==> config.mk <==
export PLATFORM = sky130hd
export DESIGN_NAME = mem_req_issuer
export DESIGN_NICKNAME = d
export VERILOG_FILES = /design/src/rtl/mem_pkg.sv /design/src/rtl/sync_fifo.sv /design/src/rtl/mem_req_issuer.sv
export SDC_FILE = /design/constraint.sdc
export NUM_CORES = 1
export LEC_CHECK = 0
export ABC_AREA = 1
export BUFFER_PORTS_ARGS = -buffer_cell sky130_fd_sc_hd__buf_2
export CAP_MARGIN = 40
export CORE_ASPECT_RATIO = 1.25
export CORE_MARGIN = 1
export CORE_UTILIZATION = 60
export DETAILED_ROUTE_END_ITERATION = 10
export HOLD_SLACK_MARGIN = 0.15
export PLACE_DENSITY = 0.92
export RECOVER_POWER = 100
export REMOVE_ABC_BUFFERS = 1
export SLEW_MARGIN = 30
export SYNTH_ARGS = -nofsm -noshare
export SYNTH_HDL_FRONTEND = slang
export SYNTH_SLANG_ARGS = --single-unit
==> constraint.sdc <==
create_clock -name clk -period 5.54 [get_ports clk]
set_clock_uncertainty 0.1 [all_clocks]
set_input_delay 0.277 -clock clk [delete_from_list [all_inputs] [get_ports clk]]
set_output_delay 0.277 -clock clk [all_outputs]
set_load 0.01 [all_outputs]
==> src/rtl/mem_pkg.sv <==
// Shared layout of the memory request word and write-back bus.
// The issuer and the memory unit both import this package.
package mem_pkg;

  localparam int ADDR_W   = 5;
  localparam int DATA_W   = 16;
  localparam int RD_W     = 3;
  localparam int REQ_W    = 27;
  localparam int NUM_REGS = 2 ** RD_W;

  localparam int REQ_ADDR_LSB      = 0;
  localparam int REQ_VALUE_LSB     = 5;
  localparam int REQ_LOAD_BIT      = 21;
  localparam int REQ_MEM_WRITE_BIT = 22;
  localparam int REQ_WRITE_BIT     = 23;
  localparam int REQ_RD_LSB        = 24;

  localparam int WB_EN_BIT = 0;
  localparam int WB_RD_LSB = 1;
  localparam int WB_W      = 1 + RD_W;

  // Members are listed MSB first so the struct matches the bit positions above.
  typedef struct packed {
    logic [RD_W-1:0]   rd;
    logic              is_write;
    logic              is_mem_write;
    logic              is_load;
    logic [DATA_W-1:0] value;
    logic [ADDR_W-1:0] addr;
  } mem_req_t;

  // A store never loads and never writes a register, even if decode says so.
  function automatic mem_req_t pack_req(
    input logic [ADDR_W-1:0] addr,
    input logic [DATA_W-1:0] value,
    input logic [RD_W-1:0]   rd,
    input logic              is_load,
    input logic              is_store,
    input logic              reg_write
  );
    mem_req_t r;
    r.addr         = addr;
    r.value        = value;
    r.rd           = rd;
    r.is_load      = is_load & ~is_store;
    r.is_mem_write = is_store;
    r.is_write     = reg_write & ~is_store;
    return r;
  endfunction

endpackage

==> src/rtl/sync_fifo.sv <==
// Small in-order FIFO with occupancy count; full/empty come from the count.
// flush empties it and drops any push arriving in the same cycle.
module sync_fifo #(
  parameter int DEPTH = 4,
  parameter int WIDTH = 27
) (
  input  logic                   clk,
  input  logic                   rst_n,
  input  logic                   push,
  input  logic                   pop,
  input  logic                   flush,
  input  logic [WIDTH-1:0]       din,
  output logic [WIDTH-1:0]       dout,
  output logic                   full,
  output logic                   empty,
  output logic [$clog2(DEPTH):0] count
);

  localparam int PTR_W = $clog2(DEPTH);

  logic [WIDTH-1:0] mem [DEPTH];
  logic [PTR_W-1:0] wr_ptr;
  logic [PTR_W-1:0] rd_ptr;
  logic             do_push;
  logic             do_pop;

  assign full    = (count == (PTR_W + 1)'(DEPTH));
  assign empty   = (count == '0);
  assign do_push = push & ~full & ~flush;
  assign do_pop  = pop & ~empty & ~flush;
  assign dout    = mem[rd_ptr];

  always_ff @(posedge clk or negedge rst_n) begin
    if (!rst_n) begin
      wr_ptr <= '0;
      rd_ptr <= '0;
      count  <= '0;
    end else if (flush) begin
      wr_ptr <= '0;
      rd_ptr <= '0;
      count  <= '0;
    end else begin
      if (do_push) wr_ptr <= wr_ptr + PTR_W'(1);
      if (do_pop)  rd_ptr <= rd_ptr + PTR_W'(1);
      case ({do_push, do_pop})
        2'b10:   count <= count + (PTR_W + 1)'(1);
        2'b01:   count <= count - (PTR_W + 1)'(1);
        default: count <= count;
      endcase
    end
  end

  // Storage carries no reset; the count alone decides which entries are live.
  always_ff @(posedge clk) begin
    if (do_push) mem[wr_ptr] <= din;
  end

endmodule

==> src/rtl/mem_req_issuer.sv <==
// Issue-side front end: queues decoded ops, issues one packed request per cycle,
// and tracks registers with a write in flight until the memory unit writes back.
module mem_req_issuer
  import mem_pkg::*;
#(
  parameter int DEPTH = 4
) (
  input  logic                   clk,
  input  logic                   rst_n,
  input  logic                   in_valid,
  output logic                   in_ready,
  input  logic [ADDR_W-1:0]      in_addr,
  input  logic [DATA_W-1:0]      in_value,
  input  logic [RD_W-1:0]        in_rd,
  input  logic                   in_is_load,
  input  logic                   in_is_store,
  input  logic                   in_reg_write,
  input  logic                   mem_stall,
  input  logic                   flush,
  output logic                   req_valid,
  output logic [REQ_W-1:0]       req,
  input  logic                   wb_en,
  input  logic [RD_W-1:0]        wb_rd,
  output logic [NUM_REGS-1:0]    rd_busy,
  output logic [$clog2(DEPTH):0] count
);

  mem_req_t             in_req;
  mem_req_t             head;
  logic [REQ_W-1:0]     head_word;
  logic                 full;
  logic                 empty;
  logic                 issue;
  logic [NUM_REGS-1:0]  busy_next;

  assign in_req   = pack_req(in_addr, in_value, in_rd, in_is_load, in_is_store, in_reg_write);
  assign head     = mem_req_t'(head_word);
  assign in_ready = ~full;
  assign issue    = ~empty & ~mem_stall & ~flush;

  sync_fifo #(
    .DEPTH (DEPTH),
    .WIDTH (REQ_W)
  ) u_fifo (
    .clk   (clk),
    .rst_n (rst_n),
    .push  (in_valid),
    .pop   (issue),
    .flush (flush),
    .din   (in_req),
    .dout  (head_word),
    .full  (full),
    .empty (empty),
    .count (count)
  );

  // Setting comes after clearing so an issue beats a same-cycle write-back.
  always_comb begin
    busy_next = rd_busy;
    if (wb_en) busy_next[wb_rd] = 1'b0;
    if (issue && head.is_write) busy_next[head.rd] = 1'b1;
  end

  always_ff @(posedge clk or negedge rst_n) begin
    if (!rst_n) begin
      req_valid <= 1'b0;
      req       <= '0;
      rd_busy   <= '0;
    end else begin
      req_valid <= issue;
      if (issue) req <= head_word;
      rd_busy   <= busy_next;
    end
  end

endmodule
==> qor.csv <==
stage,metric,value,unit
outcome,status,finished with violations,
outcome,violations,"max-capacitance violations, max-slew violations",
clock_tree,root_buffer,clkbuf_16,
pwr,comb_power_share,22.6,%
synth,synth_warnings,0,
setup_path,critical_path_arrival,4.10,ns
clock_tree,htreeDepth,4,
grt,antenna_found_initial,0,
pwr,power_density,491,nW/um2
floorplan,rows,40,
setup_path,startpoint_type,flop,
timing,min_period_over_period,69.5,%
hold_path,min-delay-path-class,input pin to flop,
timing,setup_viol,0,
routing,wl_per_cell,19.3,um
grt,grt_pass1_vias,4408,
grt,grt_pass1_wl,21700,um
synth,syn_area,6050,um2
cells_and_area,antenna_cells,0,
setup_path,crit_path_end_kind,flop,
timing,hold_viol_final,0,
timing,hold_slack,0.172,ns
clock_tree,worstSkewPairLatency,0.42,ns
grt,grt_max_degree,58,
run,cap_violations,2,
grt,grtUsageTotal,28.4,%
synth,netlist.area_leader.share,53.6,%
floorplan,design.core.area,9710,um2
timing,max_freq,260,MHz
setup_path,crit_type,flop to flop,
setup_path,cp_max_fo,39,
synth,ys_seq_area_share,71.4,%
grt,met3_usage,7.44,%
pwr,pwr-share-seq,42.7,%
place,routabilityCongestion,0.797,
cells_and_area,fin_nets,655,
routing,ant_nets,0,
synth,synthCells,502,
routing,drtIter0Drc,429,
synth,ys_seq_elements,151,
floorplan,die_w,91.8,um
routing,route.detailed.drc,0,
timing,period_minus_slack,3.85,ns
clock_tree,clkSinkCount,151,
timing,tns,0,ns
timing,slew_headroom,-10.4,%
timing,tightestPinTransition,1.66,ns
floorplan,top_level_ports,76,
setup_path,worstPathRequired,5.79,ns
routing,drt_wl_total,14500,um
pwr,p_int,2.46,mW
pwr,switchingPower,1.14,mW
routing,vias_per_cell,5.86,
pwr,p_clk_share,34.7,%
timing,slew_viol_final,70,
grt,top_usage_layer,met2,
place,dp.final_hpwl,7280,um
synth,yosys.area.top_type,edfxtp_1,
floorplan,die-height,114,um
routing,num_vias,4414,
cells_and_area,drive_above_1_share,9.57,%
synth,avgSynthCellArea,12.0,um2
place,post_dp_cell_area,6460,um2
pwr,peakVddDrop,0.293,mV
floorplan,start_util,62.3,%
pwr,p_leak,2.91,nW
grt,use_met2,50.4,%
clock_tree,cts_resized,0,
grt,grt_use_met1,31.8,%
clock_tree,post-cts-setup-buffers,0,
pwr,p_sw_share,31.6,%
timing,rsz0062_at_grt,false,
cells_and_area,area_delta_synth_final,21.1,%
clock_tree,clk_pin_slew,0.06,ns
synth,synth.area.top_cells,"edfxtp_1 54%, dfrtp_1 18%, nand2_1 7.8%",
synth,synth.distinct_cells,28,
place,portBuffers,75,
clock_tree,numCtsBuffers,17,
cells_and_area,fillers,591,
routing,dr.pass1.iters,5,
grt,grt_overflow,0,
floorplan,die-area,10500,um2
cells_and_area,fin_area,7330,um2
clock_tree,cts_max_path_buffers,2,
clock_tree,cts_tree,done,
==> layer usage <==
layer | routed length (um) | part of all wire [%] | vias to the layer above
li1 | - | - | 1952
met1 | 5400 | 37 | 2179
met2 | 7660 | 53 | 240
met3 | 985 | 6.8 | 43
met4 | 499 | 3.4 | 0
met5 | 0 | 0 | -
==> final timing paths <==
kind / start / to / slack [ns] / cells after the start
worst min-delay path: wb_rd[0] / rd_busy[7] / 0.17 / 4
worst min register to register: req[4] / req[4] / 0.39 / 2
worst max register to register: u_fifo.rd_ptr[0] / rd_busy[7] / 1.69 / 8
max in group asynchronous: rst_n / req[8] / 2.96 / 3
worst max-delay path: u_fifo.rd_ptr[0] / rd_busy[7] / 1.69 / 8
min in group asynchronous: rst_n / rd_busy[4] / 0.43 / 2
==> worst max-delay path, stage by stage, from the launching register on <==
cell	delay, ns
dfrtp_1	0.79
inv_1	0.58
clkbuf_1	1.25
nand2_1	0.27
nand3_1	0.23
nand2_1	0.15
nor2_1	0.17
nand2_1	0.10
o21ai_2	0.11
==> stage by stage <==
step / cells / util [%] / power [mW] / worst slack, ns
final: 753 / 75.5 / 3.60 / 1.69
after CTS: 747 / 76.6 / 3.60 / 2.91
after detailed placement: 682 / 66.5 / 2.32 / 2.99
after floorplan: 479 / - / 2.00 / 2.90
after global routing: 753 / 75.5 / 3.75 / 1.41
after global placement: 680 / 66.2 / 2.26 / 3.13
==> cells in the final DEF (no fill, tap or decap), types with 2 or more instances in the layout <==
cell and n:
nand2_1 128, edfxtp_1 108, clkbuf_1 73, o21ai_0 61, nor2_1 59, dfrtp_1 43
dlygate4sd3_1 33, o22ai_1 23, inv_1 20, clkbuf_16 18, nand3_1 9, buf_2 9
nand2_2 6, o21ai_2 5, ha_1 4, bufinv_16 4, inv_2 2, nand3_2 2
a21oi_1 2, clkinvlp_4 2, clkinv_2 2, clkbuf_8 2, inv_6 2
==> timing repair <==
action	in CTS	in global routing
setup endpoints to repair	0	0
hold buffers	33	0
endpoints found under the hold margin	161	0
==> power by group through the flow <==
stage / logic, mW / clock network [mW] / registers (mW)
2_1_floorplan: 0.409 / 0 / 1.59
6_report: 0.812 / 1.25 / 1.54
3_5_place_dp: 0.759 / 0 / 1.56
5_1_grt: 0.892 / 1.31 / 1.56
4_1_cts: 0.804 / 1.25 / 1.54
3_3_place_gp: 0.712 / 0 / 1.55
==> cell usage after synthesis <==
cell      count
a21oi_1       2
a21oi_2       1
buf_2         3
buf_4         6
buf_6         8
buf_8         1
clkbuf_1      5
dfrtp_1      43
edfxtp_1    108
fa_1          1
ha_1          4
inv_1        16
inv_2         6
inv_4         1
nand2_1     126
nand2_2       8
nand2_4       1
nand3_1       7
nand3_2       4
nor2_1       56
nor2_2        2
nor2_4        1
o21ai_0      59
o21ai_1       3
o21ai_2       5
o21ai_4       1
o22ai_1      23
xnor2_1       1
==> area by class of cell <==
type                       instances  area (um2)  area share (%)
sequential                       151        4320            59.0
tap                              126         158            2.15
clock buffer                      21         482            6.58
clock inverter                    11         166            2.27
timing repair buffer             116         684            9.34
multi-input combinational        305        1430            19.5
inverter                          23        88.8            1.21
==> cells by family (layout without fill, tap and decap cells) <==
family                     count (synthesis)  in the layout  synth area share (%)
AOI/OAI and AO/OA                         94             94                  8.81
xor gates and xnor gates                   1              1                 0.145
adders and majority gates                  5              5                  1.16
buffers and inverters                     46            171                  4.51
DFF                                      151            151                  71.4
and+or+nand+nor                          205            205                  13.9
==> registers in the layout, summed over array words and instances (netlist names) <==
signal / cells
req: 27
u_fifo.count: 3
req_valid: 1
u_fifo.wr_ptr: 2
u_fifo.rd_ptr: 2
u_fifo.mem: 108
rd_busy: 8
Note: power is estimated with default switching activity, not from simulation.
